File: src/rtl/arb3_rr.sv
// Three-requester round-robin arbiter with a bounded hold time per grant.
// Every release is followed by one dead cycle, and the next winner is chosen in that cycle.
module arb3_rr #(
    parameter int MAX_HOLD = 8
) (
    input  logic       clk,
    input  logic       rstb,
    input  logic       req1,
    input  logic       req2,
    input  logic       req3,
    input  logic       done,
    output logic       gnt1,
    output logic       gnt2,
    output logic       gnt3,
    output logic [1:0] owner,
    output logic       busy,
    output logic       timeout
);

    typedef enum logic {IDLE, HOLD} state_t;

    localparam logic [7:0] LIMIT = 8'(MAX_HOLD);

    state_t     state, state_nxt;
    logic [1:0] last, last_nxt;
    logic [1:0] owner_nxt;
    logic [1:0] winner;
    logic [7:0] cnt, cnt_nxt;
    logic       timeout_nxt;
    logic       hit_limit;
    logic       holder_req;
    logic [3:0] req_v;

    // Bit 0 is a constant 0, so "no owner" indexes as a non-request.
    assign req_v      = {req3, req2, req1, 1'b0};
    assign hit_limit  = (cnt == LIMIT);
    assign holder_req = req_v[owner];

    // Search starts at the requester after lst, wrapping 3 -> 1. Returns 0 if nobody requests.
    function automatic logic [1:0] rr_pick(input logic [1:0] lst, input logic [3:0] r);
        logic [1:0] idx;
        rr_pick = 2'd0;
        idx     = lst;
        for (int k = 0; k < 3; k++) begin
            idx = (idx == 2'd3) ? 2'd1 : idx + 2'd1;
            if (rr_pick == 2'd0 && r[idx])
                rr_pick = idx;
        end
    endfunction

    assign winner = rr_pick(last, req_v);

    always_comb begin
        state_nxt   = state;
        last_nxt    = last;
        cnt_nxt     = cnt;
        owner_nxt   = owner;
        timeout_nxt = 1'b0;
        case (state)
            IDLE: begin
                if (winner != 2'd0) begin
                    state_nxt = HOLD;
                    owner_nxt = winner;
                    last_nxt  = winner;
                    cnt_nxt   = 8'd1;
                end
            end
            HOLD: begin
                if (!holder_req || done || hit_limit) begin
                    state_nxt   = IDLE;
                    owner_nxt   = 2'd0;
                    cnt_nxt     = 8'd0;
                    // A limit hit masked by a voluntary release is not reported as a timeout.
                    timeout_nxt = hit_limit && holder_req && !done;
                end else begin
                    cnt_nxt = cnt + 8'd1;
                end
            end
            default: begin
                state_nxt = IDLE;
                owner_nxt = 2'd0;
                cnt_nxt   = 8'd0;
            end
        endcase
    end

    always_ff @(posedge clk or negedge rstb) begin
        if (!rstb) begin
            state   <= IDLE;
            last    <= 2'd3;
            cnt     <= 8'd0;
            owner   <= 2'd0;
            gnt1    <= 1'b0;
            gnt2    <= 1'b0;
            gnt3    <= 1'b0;
            busy    <= 1'b0;
            timeout <= 1'b0;
        end else begin
            state   <= state_nxt;
            last    <= last_nxt;
            cnt     <= cnt_nxt;
            owner   <= owner_nxt;
            gnt1    <= (owner_nxt == 2'd1);
            gnt2    <= (owner_nxt == 2'd2);
            gnt3    <= (owner_nxt == 2'd3);
            busy    <= (owner_nxt != 2'd0);
            timeout <= timeout_nxt;
        end
    end

endmodule

File: config.mk
export PLATFORM = sky130hd
export DESIGN_NAME = arb3_rr
export DESIGN_NICKNAME = d
export VERILOG_FILES = /design/src/rtl/arb3_rr.sv
export SDC_FILE = /design/constraint.sdc
export NUM_CORES = 1
export LEC_CHECK = 0
export BUFFER_PORTS_ARGS = -buffer_cell sky130_fd_sc_hd__buf_2
export CAP_MARGIN = 0
export CORE_UTILIZATION = 30
export CTS_BUF_LIST = sky130_fd_sc_hd__clkbuf_2 sky130_fd_sc_hd__clkbuf_4 sky130_fd_sc_hd__clkbuf_8
export DETAILED_ROUTE_END_ITERATION = 10
export SLEW_MARGIN = 20
export SYNTH_ARGS = -nofsm -noshare
export SYNTH_HDL_FRONTEND = slang
export SYNTH_SLANG_ARGS = --single-unit
File: constraint.sdc
create_clock -name clk -period 3 [get_ports clk]
set_input_delay 0.3 -clock clk [delete_from_list [all_inputs] [get_ports clk]]
set_output_delay 0.3 -clock clk [all_outputs]
set_load 0.01 [all_outputs]
==> key figures, run 1 <==
Outcome
  – Outcome: finished clean

Timing
  – Fin. Hold Viols: 0
  – FMAX: 0.434 GHz
  – Final Skew: 0.00634 ns
  – Final setup violation count: 0
  – Final Cycle Share: 76.8%
  – RSZ-0062 raised after global routing: false
  – Final Max Slew Viols: 0
  – Period minus WS final: 2.30 ns
  – Slew margin rel.: 57.6%
  – Worst-Margin Slew: 0.631 ns
  – Final TNS setup: 0 ns

Floorplanning
  – Die Y: 62.4 microns
  – FP Rows: 21
  – Die W: 62.4 microns
  – Core box area: 3420 sq um
  – Die area: 3900 sq um
  – Initial core utilization: 32.1%
  – IO Pins: 13

Clock network
  – CTS tree: built
  – Total clock buffers created by CTS: 3
  – Post_cts resized: 0
  – Num Clock Sinks: 18
  – Clock Pin Slew Worst Setup and Hold Paths: 0.10 ns
  – H-Tree Depth: 1
  – CTS root buf: clkbuf_4
  – Max Root-Sink Buffers: 2
  – Worst skew pair latency: 0.30 ns

Synth
  – Synth warn: 0
  – Synthesized instance count: 118
  – Ys async rst share: 100%
  – Sequential cell area fraction in the yosys report: 41.4%
  – Syn Area/Cell: 9.28 sq um
  – Syn Nets: 129
  – Post-Syn Area: 1090 sq um
  – Post-synth EDFFs: 0
  – Post-synth top flop: dfrtp_1
  – Synthesized flop and latch total: 18
  – Cell variety after synth: 44

Placement
  – GP Congestion: 0.869
  – DP HPWL: 1570 microns
  – Post-DP Area: 1180 sq um
  – Buffers on Ports: 12
  – Placed cell count: 171

Cells and area
  – Final Non-Filler Cells: 176
  – Share of post-route cells with drive strength above 1: 18.5%
  – Design Area, Final: 1220 sq um
  – ANT cells: 0
  – Area delta synth->final: 11.4%
  – Layout fillers: 346
  – FF+latch area: 453 sq um
  – Final nets: 142
  – Regs by FF count: cnt x8, last x2, owner x2
  – Largest Register: cnt
  – Max reg flops: 8
  – Multi-input gate area: 579 sq um

Route
  – Drt total wl: 2110 microns
  – Drt first pass iters: 4
  – Routed vias/inst: 5.07
  – DRC Markers: 0
  – Initial drt markers: 75
  – Via count of the routed design: 893
  – WL per Instance: 12.0 microns
  – Detail Route Antenna Nets: 0

Setup path
  – Setup Crit Path Kind: reg2reg
  – Startpoint Class: register
  – Kind of end point of the critical path: register
  – Slowest-stage cell, CP: nor4_2
  – CP peak stage delay: 0.59 ns
  – CP max FO: 7
  – Crit-path cells: inv_1, ha_1, o21ai_0, a21o_1, nand2b_1, nor4_2, o21ai_1, o21ai_1
  – CP dominant cell by count: o21ai_1
  – CP required: 3.23 ns
  – Worst EP arrival: 2.53 ns

Power
  – Leakage: 0.557 nW
  – Part of the power in registers: 34.3%
  – Pwr Density: 948 nW/um^2
  – VDD IR max: 0.281 mV
  – NetSw: 505 uW
  – Clock Power Share: 11.9%
  – Internal power: 652 uW
  – Sw frac: 43.6%
  – Combinational Power Share: 53.8%

Global routing
  – Gr ovfl total: 0
  – Overall Global Routing Usage: 12.0%
  – Vias in the first global route: 810
  – Largest net degree at the start of global routing: 19
  – First-pass GRT wire length: 3730 microns
  – Initial antenna violation count: 0

Run
  – Max Cap Viol: 0

Worst hold path
  – Worst hold path type: in2reg
==> power by group through the flow <==
stage | Clock (mW) | Sequential, mW | Combinational, mW
after floorplan | 0 | 0.385 | 0.511
after global placement | 0 | 0.402 | 0.610
after detailed placement | 0 | 0.404 | 0.622
after CTS | 0.141 | 0.399 | 0.626
after global routing | 0.155 | 0.411 | 0.696
final | 0.137 | 0.397 | 0.623
==> worst paths after layout <==
kind                            slack [ns]    start  depth (start not counted)  endpoint
worst max-delay path                  0.70  last[0]                          8    cnt[5]
worst min-delay path                  0.40     done                          4   timeout
worst max register to register        0.70  last[0]                          8    cnt[5]
worst min register to register        0.49   cnt[7]                          1    cnt[7]
max in group asynchronous             2.23     rstb                          2   last[1]
min in group asynchronous             0.45     rstb                          2    cnt[1]
==> metal layers <==
metal  vias to the layer above  global-route usage (%)  share of wire [%]
met3                         4                    2.37                2.2
met2                         9                    17.8                 43
li1                        449                       -                  -
met5                         -                       0                  0
met4                         0                    5.52                1.7
met1                       431                    16.8                 53
==> critical path: cells and delay by family (launching register included) <==
| kind | cells | cell delay, ns |
|---|---|---|
| flops | 1 | 0.56 |
| buf+inv | 1 | 0.04 |
| fa+ha+maj | 1 | 0.34 |
| compound gates | 4 | 0.60 |
| simple gates | 2 | 0.69 |
==> synthesized netlist by cell type (all sizes together), types with 2 or more instances <==
library cell,n,area (sq um)
nor4,2,18.8
nand2,9,33.8
ha,5,62.6
o31ai,2,15.0
o32ai,2,25.0
o21ai,18,90.1
dfstp,2,52.6
and3,4,25.0
dfrtp,16,400
or2,3,18.8
nor2,6,22.5
nand2b,5,31.3
mux2i,3,30.0
nor3,2,10.0
a21oi,4,20.0
a22oi,2,15.0
inv,8,30.0
a21o,2,15.0
buf,4,28.8
==> area by class of cell <==
| type | instances | area share, % |
|---|---|---|
| clock buffers | 4 | 2.46 |
| inverters | 8 | 2.46 |
| multi-input cells | 87 | 47.5 |
| flip-flops and latches | 18 | 37.1 |
| well taps | 46 | 4.72 |
| repair buffers | 13 | 5.74 |
==> through the flow <==
stage | util, % | setup slack, ns | power, mW | hold slack, ns
after floorplan | - | 0.909 | 0.896 | 0.00441
after global placement | 34.5 | 0.737 | 1.01 | 0.256
after detailed placement | 34.5 | 0.726 | 1.03 | 0.253
after CTS | 35.7 | 0.686 | 1.17 | 0.394
after global routing | 35.7 | 0.470 | 1.26 | 0.403
final | 35.7 | 0.695 | 1.16 | 0.400
==> logic make-up (layout without fill, tap and decap cells) <==
group,after synthesis,after routing,synth area share (%)
AOI/OAI and AO/OA,39,39,23.2
xor gates and xnor gates,1,1,0.800
adders and majority gates,5,5,5.71
buffers and inverters,13,25,5.71
DFF,18,18,41.4
muxes,3,3,2.74
and+or+nand+nor,39,39,20.5
==> repair_timing <==
| item | 4_1_cts | 5_1_grt |
|---|---|---|
| setup buffers | 0 | 0 |
| hold buffers | 1 | 0 |
| hold endpoints to repair | 16 | 0 |
==> layout by cell type (no fill, tap or decap), drive strengths merged, types with 2 or more instances in the layout <==
cell type,n
o31ai,2
a21oi,4
nor3,2
o32ai,2
dfstp,2
ha,5
inv,8
nor4,2
and3,4
clkbuf,4
a21o,2
nand2,9
a22oi,2
nand2b,5
nor2,6
o21ai,18
or2,3
dfrtp,16
buf,12
mux2i,3
No activity file was read; power rests on OpenSTA's default activity.
==> run 2: changes to the inputs <==
Settings changed: ABC_AREA set to 1.
Clock period 3 ns to 1.9 ns, I/O delays scaled along.
==> key figures, run 2 <==
Synth
  – Synth Area in Adders: 5.46%
  – Most frequent cell after synthesis: nand2_1
  – Post-synth EDFFs: 0
  – Cell variety after synth: 28
  – Synth area leaders: dfrtp_1 (35%), nand2_1 (6.2%), inv_1 (5.6%)
  – Commonest cells post-synth: nand2_1 (19), inv_1 (17), dfrtp_1 (16)
  – Simple-gate share of the synthesized area: 31.6%
  – Multiplexer share of the synthesized area: 0%
  – Synth warn: 0
  – Syn Nets: 145
  – Sequential cell area fraction in the yosys report: 39.6%
  – Synth top area share: 35.0%
  – Post-Syn Area: 1140 sq um
  – Synthesized flop and latch total: 18
  – Synthesized instance count: 134
  – Post-Synth XOR/XNOR Area: 2.30%
  – Post-synth top flop: dfrtp_1
  – Ys async rst share: 100%
  – Syn Area/Cell: 8.54 sq um
  – Largest area contributor in the synthesized netlist: dfrtp_1
  – Synth Area in Compound Gates: 14.1%
  – Largest family of logic cells by synthesized area: simple AND/OR/NAND/NOR gates

Route
  – Routed vias/inst: 4.91
  – Drt first pass iters: 4
  – Drt total wl: 2640 microns
  – DRC Markers: 0
  – Via count of the routed design: 1035
  – Initial drt markers: 13
  – Detail Route Antenna Nets: 0
  – WL per Instance: 12.5 microns

Run
  – Max Cap Viol: 0

Power
  – Pwr Total: 3.06 mW
  – Pwr Density: 1990 nW/um^2
  – VDD IR max: 1.01 mV
  – Leakage: 0.731 nW

Placement
  – Post-DP Area: 1290 sq um
  – GP Congestion: 0.827
  – Buffers on Ports: 12
  – DP HPWL: 1790 microns

Cells and area
  – Design Area, Final: 1530 sq um
  – Share of post-route cells with drive strength above 1: 49.1%
  – Largest Register: cnt
  – Area delta synth->final: 34.0%
  – ANT cells: 0
  – Max reg flops: 8
  – Commonest cells after routing, fill and taps aside: nand2_1 (16), dfrtp_1 (16), inv_1 (13)
  – Final nets: 175
  – Regs by FF count: cnt x8, last x2, owner x2

Floorplanning
  – Die W: 63.8 microns
  – Core box area: 3660 sq um
  – Initial core utilization: 31.3%
  – Die Y: 63.8 microns
  – Die area: 4070 sq um
  – FP Rows: 22
  – IO Pins: 13

Clock network
  – CTS root buf: clkbuf_8
  – Total clock buffers created by CTS: 3
  – CTS tree: built
  – Worst skew pair latency: 0.26 ns
  – Clock Pin Slew Worst Setup and Hold Paths: 0.07 ns
  – H-Tree Depth: 1
  – Max Root-Sink Buffers: 2
  – Num Clock Sinks: 18

Global routing
  – Overall Global Routing Usage: 13.3%
  – Initial antenna violation count: 0
  – Largest net degree at the start of global routing: 19
  – Gr ovfl total: 0
  – First-pass GRT wire length: 4150 microns
  – Vias in the first global route: 1001

Timing
  – Final Max Slew Viols: 0
  – FMAX: 0.510 GHz
  – Worst hold slack: 0.213 ns
  – Period minus WS final: 1.96 ns
  – Fin. Hold Viols: 0
  – Worst Setup Slack, final: -0.0626 ns
  – RSZ-0062 raised after global routing: true
  – Final TNS setup: -0.368 ns
  – Worst-Margin Slew: 0.403 ns
  – Slew margin rel.: 73.2%
  – Final setup violation count: 11
  – Final Cycle Share: 103%
  – Final Skew: 0.00174 ns

Setup path
  – Startpoint Class: register
  – R2r startpoint: last[0]
  – CP max FO: 7
  – Setup Crit Path Kind: reg2reg
  – CP startpoint: last[0]
  – CP required: 2.09 ns
  – Kind of end point of the critical path: register
  – Worst EP arrival: 2.15 ns

Outcome
  – Failing checks: negative setup slack
  – Outcome: finished with violations

Worst hold path
  – Worst hold path type: in2reg
  – Min-delay src: done
## run 2: cell count changes in the layout (fill, tap and decap cells not counted), moves of 6 or more
cell | previous run | this run
nand2_2 | 0 | 8
inv_2 | 0 | 6
o21ai_2 | 0 | 7
nand2_1 | 9 | 16
nand2_4 | 0 | 8
buf_4 | 0 | 11
o21ai_1 | 13 | 2
nand3_1 | 1 | 9
## run 2: what timing repair did
action | CTS | global route
buffers inserted | 5 | 3
endpoints found under the hold margin | 16 | 0
gates resized for setup | 7 | 19
hold buffers | 1 | 0
pin swaps | 9 | 11
endpoints found under the setup margin | 16 | 17
## run 2: per-stage QoR
step | cells | util [%] | setup slack, ns
final | 211 | 41.9 | -0.0626
after global routing | 211 | 41.9 | -0.153
after CTS | 208 | 39.0 | -0.0406
after detailed placement | 198 | 35.4 | -0.0997
after global placement | 198 | 35.4 | -0.00941
after floorplan | 134 | - | 0.0195
## run 2: routing by layer
metal / up-vias / routed length [microns] / track usage (%) / part of all wire (%)
met5: - / 0 / 0 / 0
met4: 0 / 55 / 7.95 / 2.1
met3: 9 / 154 / 2.86 / 5.8
met2: 42 / 1330 / 23.4 / 50
met1: 480 / 1100 / 14.6 / 42
li1: 504 / - / - / -
## run 2: path summary, 6_finish.rpt
path / end / slack, ns / cells past startpoint
max in group asynchronous: last[0] / 1.19 / 2
min in group asynchronous: timeout / 0.38 / 2
max reg2reg: gnt2 / -0.06 / 12
min: cnt[2] / 0.21 / 4
min reg2reg: last[1] / 0.54 / 2
max: gnt2 / -0.06 / 12
## run 2: power by group
| part | total, mW | leakage (nW) | internal (mW) | switching, mW |
|---|---|---|---|---|
| logic | 2.12 | 0.472 | 0.902 | 1.22 |
| clock network | 0.326 | 0.0288 | 0.185 | 0.142 |
| registers | 0.610 | 0.231 | 0.519 | 0.0905 |
| total | 3.06 | 0.731 | 1.61 | 1.45 |
## run 2: cell type report
type	count	area, sq um
multi-input combinational	95	719
clock buffer	4	55.1
timing repair buffer	25	164
sequential	18	453
inverter	21	82.6
tap	48	60.1
fill	344	2130
## run 2: worst max-delay path: stages (launching register included)
cell and delay, ns:
dfstp_2 0.54, inv_2 0.05, ha_4 0.30, nand2_1 0.10, nand2_4 0.09, nand3_2 0.08, nand2_2 0.08, inv_2 0.05
buf_4 0.13, nand2_4 0.08, nand2_4 0.08, buf_4 0.16, a21oi_1 0.13
## run 2: cells by family after synthesis
logic type	Yosys count
AO/OA/AOI/OAI	25
XOR/XNOR	3
adder cells (fa/ha/maj)	5
buffers and inverters	21
flip-flops	18
AND/OR/NAND/NOR	62
==> run 3: changes to the inputs <==
Settings changed: BUFFER_PORTS_ARGS -buffer_cell sky130_fd_sc_hd__buf_2 to unset, DONT_BUFFER_PORTS set to 1, SLEW_MARGIN 20 to unset.
==> key figures, run 3 (synthesized netlist as in run 2, its figures left out) <==
Floorplanning
  – IO Pins: 13
  – FP Rows: 22
  – Core box area: 3660 sq um
  – Initial core utilization: 31.3%
  – Die W: 63.8 microns
  – Die Y: 63.8 microns
  – Die area: 4070 sq um

Setup path
  – CP dominant cell by count: nand2_4
  – Crit-path cells: inv_2, ha_4, inv_4, nand2_4, nand2_2, nand3_1, nand2_1, inv_2, nand2_2, nand2_4, nand2_4, buf_4, buf_4, o21ai_2
  – CP endpoint: last[0]
  – Startpoint Class: register
  – CP required: 2.10 ns
  – Reg-to-reg endpoint: last[0]
  – CP max FO: 5
  – R2r startpoint: last[0]
  – Top Family by Delay on Critical Path: flip-flops
  – Worst EP arrival: 2.08 ns
  – CP startpoint: last[0]
  – Cell depth of the worst setup path: 14
  – CP peak stage delay: 0.54 ns
  – Kind of end point of the critical path: register
  – R2r worst-path depth: 14
  – R2r setup slk: 0.01 ns
  – Buffers & Inverters on Critical Path: 5
  – Setup Crit Path Kind: reg2reg
  – Slowest-stage cell, CP: dfstp_2

Clock network
  – CTS tree: built
  – CTS root buf: clkbuf_8
  – Clock Pin Slew Worst Setup and Hold Paths: 0.07 ns
  – Worst skew pair latency: 0.26 ns
  – H-Tree Depth: 1
  – Max Root-Sink Buffers: 2
  – Num Clock Sinks: 18
  – Total clock buffers created by CTS: 3

Power
  – Leakage: 0.682 nW
  – Pwr Density: 2010 nW/um^2
  – VDD IR max: 0.978 mV

Timing
  – Final Skew: 0.00455 ns
  – Fin. Hold Viols: 0
  – RSZ-0062 raised after global routing: true
  – Slew margin rel.: 46.7%
  – Final Cycle Share: 99.3%
  – Final Max Slew Viols: 0
  – FMAX: 0.530 GHz
  – Worst Setup Slack, final: 0.0136 ns
  – Period minus WS final: 1.89 ns
  – Final setup violation count: 0
  – Worst-Margin Slew: 0.797 ns

Route
  – WL per Instance: 12.8 microns
  – Initial drt markers: 18
  – Via count of the routed design: 939
  – Routed vias/inst: 4.74
  – Drt first pass iters: 4
  – Detail Route Antenna Nets: 0
  – Drt total wl: 2540 microns
  – DRC Markers: 0

Global routing
  – Gr ovfl total: 0
  – Overall Global Routing Usage: 13.4%
  – Initial antenna violation count: 0
  – First-pass GRT wire length: 4200 microns
  – Vias in the first global route: 987
  – Largest net degree at the start of global routing: 19

Placement
  – DP HPWL: 1820 microns
  – Post-DP Area: 1250 sq um
  – Worst Setup Slack post-DPL: -0.124 ns
  – GP Congestion: 0.831
  – Placed cell count: 188
  – Buffers on Ports: 0

Cells and area
  – Commonest non-fill, non-tap cell in the layout: dfrtp_1
  – Max reg flops: 8
  – Design Area, Final: 1480 sq um
  – Regs by FF count: cnt x8, last x2, owner x2
  – Share of post-route cells with drive strength above 1: 46.0%
  – Layout fillers: 354
  – ANT cells: 0
  – Commonest cells after routing, fill and taps aside: dfrtp_1 (16), nand2_1 (14), inv_1 (13)
  – Final Non-Filler Cells: 198
  – Largest Register: cnt
  – Area delta synth->final: 29.3%
  – Final nets: 162

Outcome
  – Outcome: finished clean

Run
  – Max Cap Viol: 0

Worst hold path
  – Worst hold path type: in2reg
run 3: changes by cell type in the layout (fill, tap and decap cells not counted):
cell,before,now
buf_2,12,0
nand2_1,16,14
nand2_4,8,10
a21oi_1,7,6
a21oi_4,1,2
buf_4,11,10
nand3_1,9,10
nand3_2,5,4
o21ai_2,7,8
o21ai_4,1,0
run 3: tightest hold or removal path: stages:
cell and delay (ns):
a21oi_1 0.03, nand4_1 0.08, o21ai_2 0.05
run 3: final cells by class:
type	instances	area, sq um	share of cell area [%]
sequential	18	453	30.6
tap	48	60.1	4.06
clock buffer	4	55.1	3.72
inverter	21	82.6	5.58
multi-input combinational	95	733	49.5
timing repair buffer	12	96.3	6.51
run 3: worst min-delay path by stage:
stage	startpoint	to	slack [ns]	depth (start not counted)
5_1_grt	done	cnt[2]	0.13	3
3_5_place_dp	rstb	cnt[6]	-0.11	0
6_report	done	cnt[2]	0.12	3
2_1_floorplan	rstb	busy	-0.11	0
4_1_cts	done	cnt[2]	0.12	3
3_3_place_gp	rstb	cnt[4]	-0.11	0
run 3: metal layers:
metal	routed length (microns)	vias to the layer above	global-route usage, %	part of all wire, %
li1	-	480	-	-
met2	1330	12	23.1	53
met1	1070	443	15.7	42
met3	94	4	3.39	3.7
met4	37	0	5.68	1.5
met5	0	-	0	0
run 3: what timing repair did:
item                                    CTS  global route
endpoints found under the setup margin   14            17
hold buffers                              1             0
buffers inserted                          5             0
pin swaps                                 8            14
resized for setup                         8            22
hold endpoints to repair                 18             0
run 3: report_power, final:
part           internal, mW  total [mW]  leakage [nW]  switching (mW)
clock                 0.184       0.324        0.0288           0.140
sequential            0.519       0.649         0.231           0.130
combinational         0.851        2.00         0.423            1.15
run 3: per-stage QoR:
stage / TNS, ns / util (%) / hold slack, ns / total power [mW]
2_1_floorplan: 0 / - / -0.106 / 1.71
3_3_place_gp: -0.247 / 34.1 / -0.105 / 2.02
3_5_place_dp: -0.726 / 34.1 / -0.105 / 2.07
4_1_cts: -0.0742 / 37.8 / 0.119 / 2.66
5_1_grt: -0.714 / 40.4 / 0.129 / 3.21
6_report: 0 / 40.4 / 0.123 / 2.98
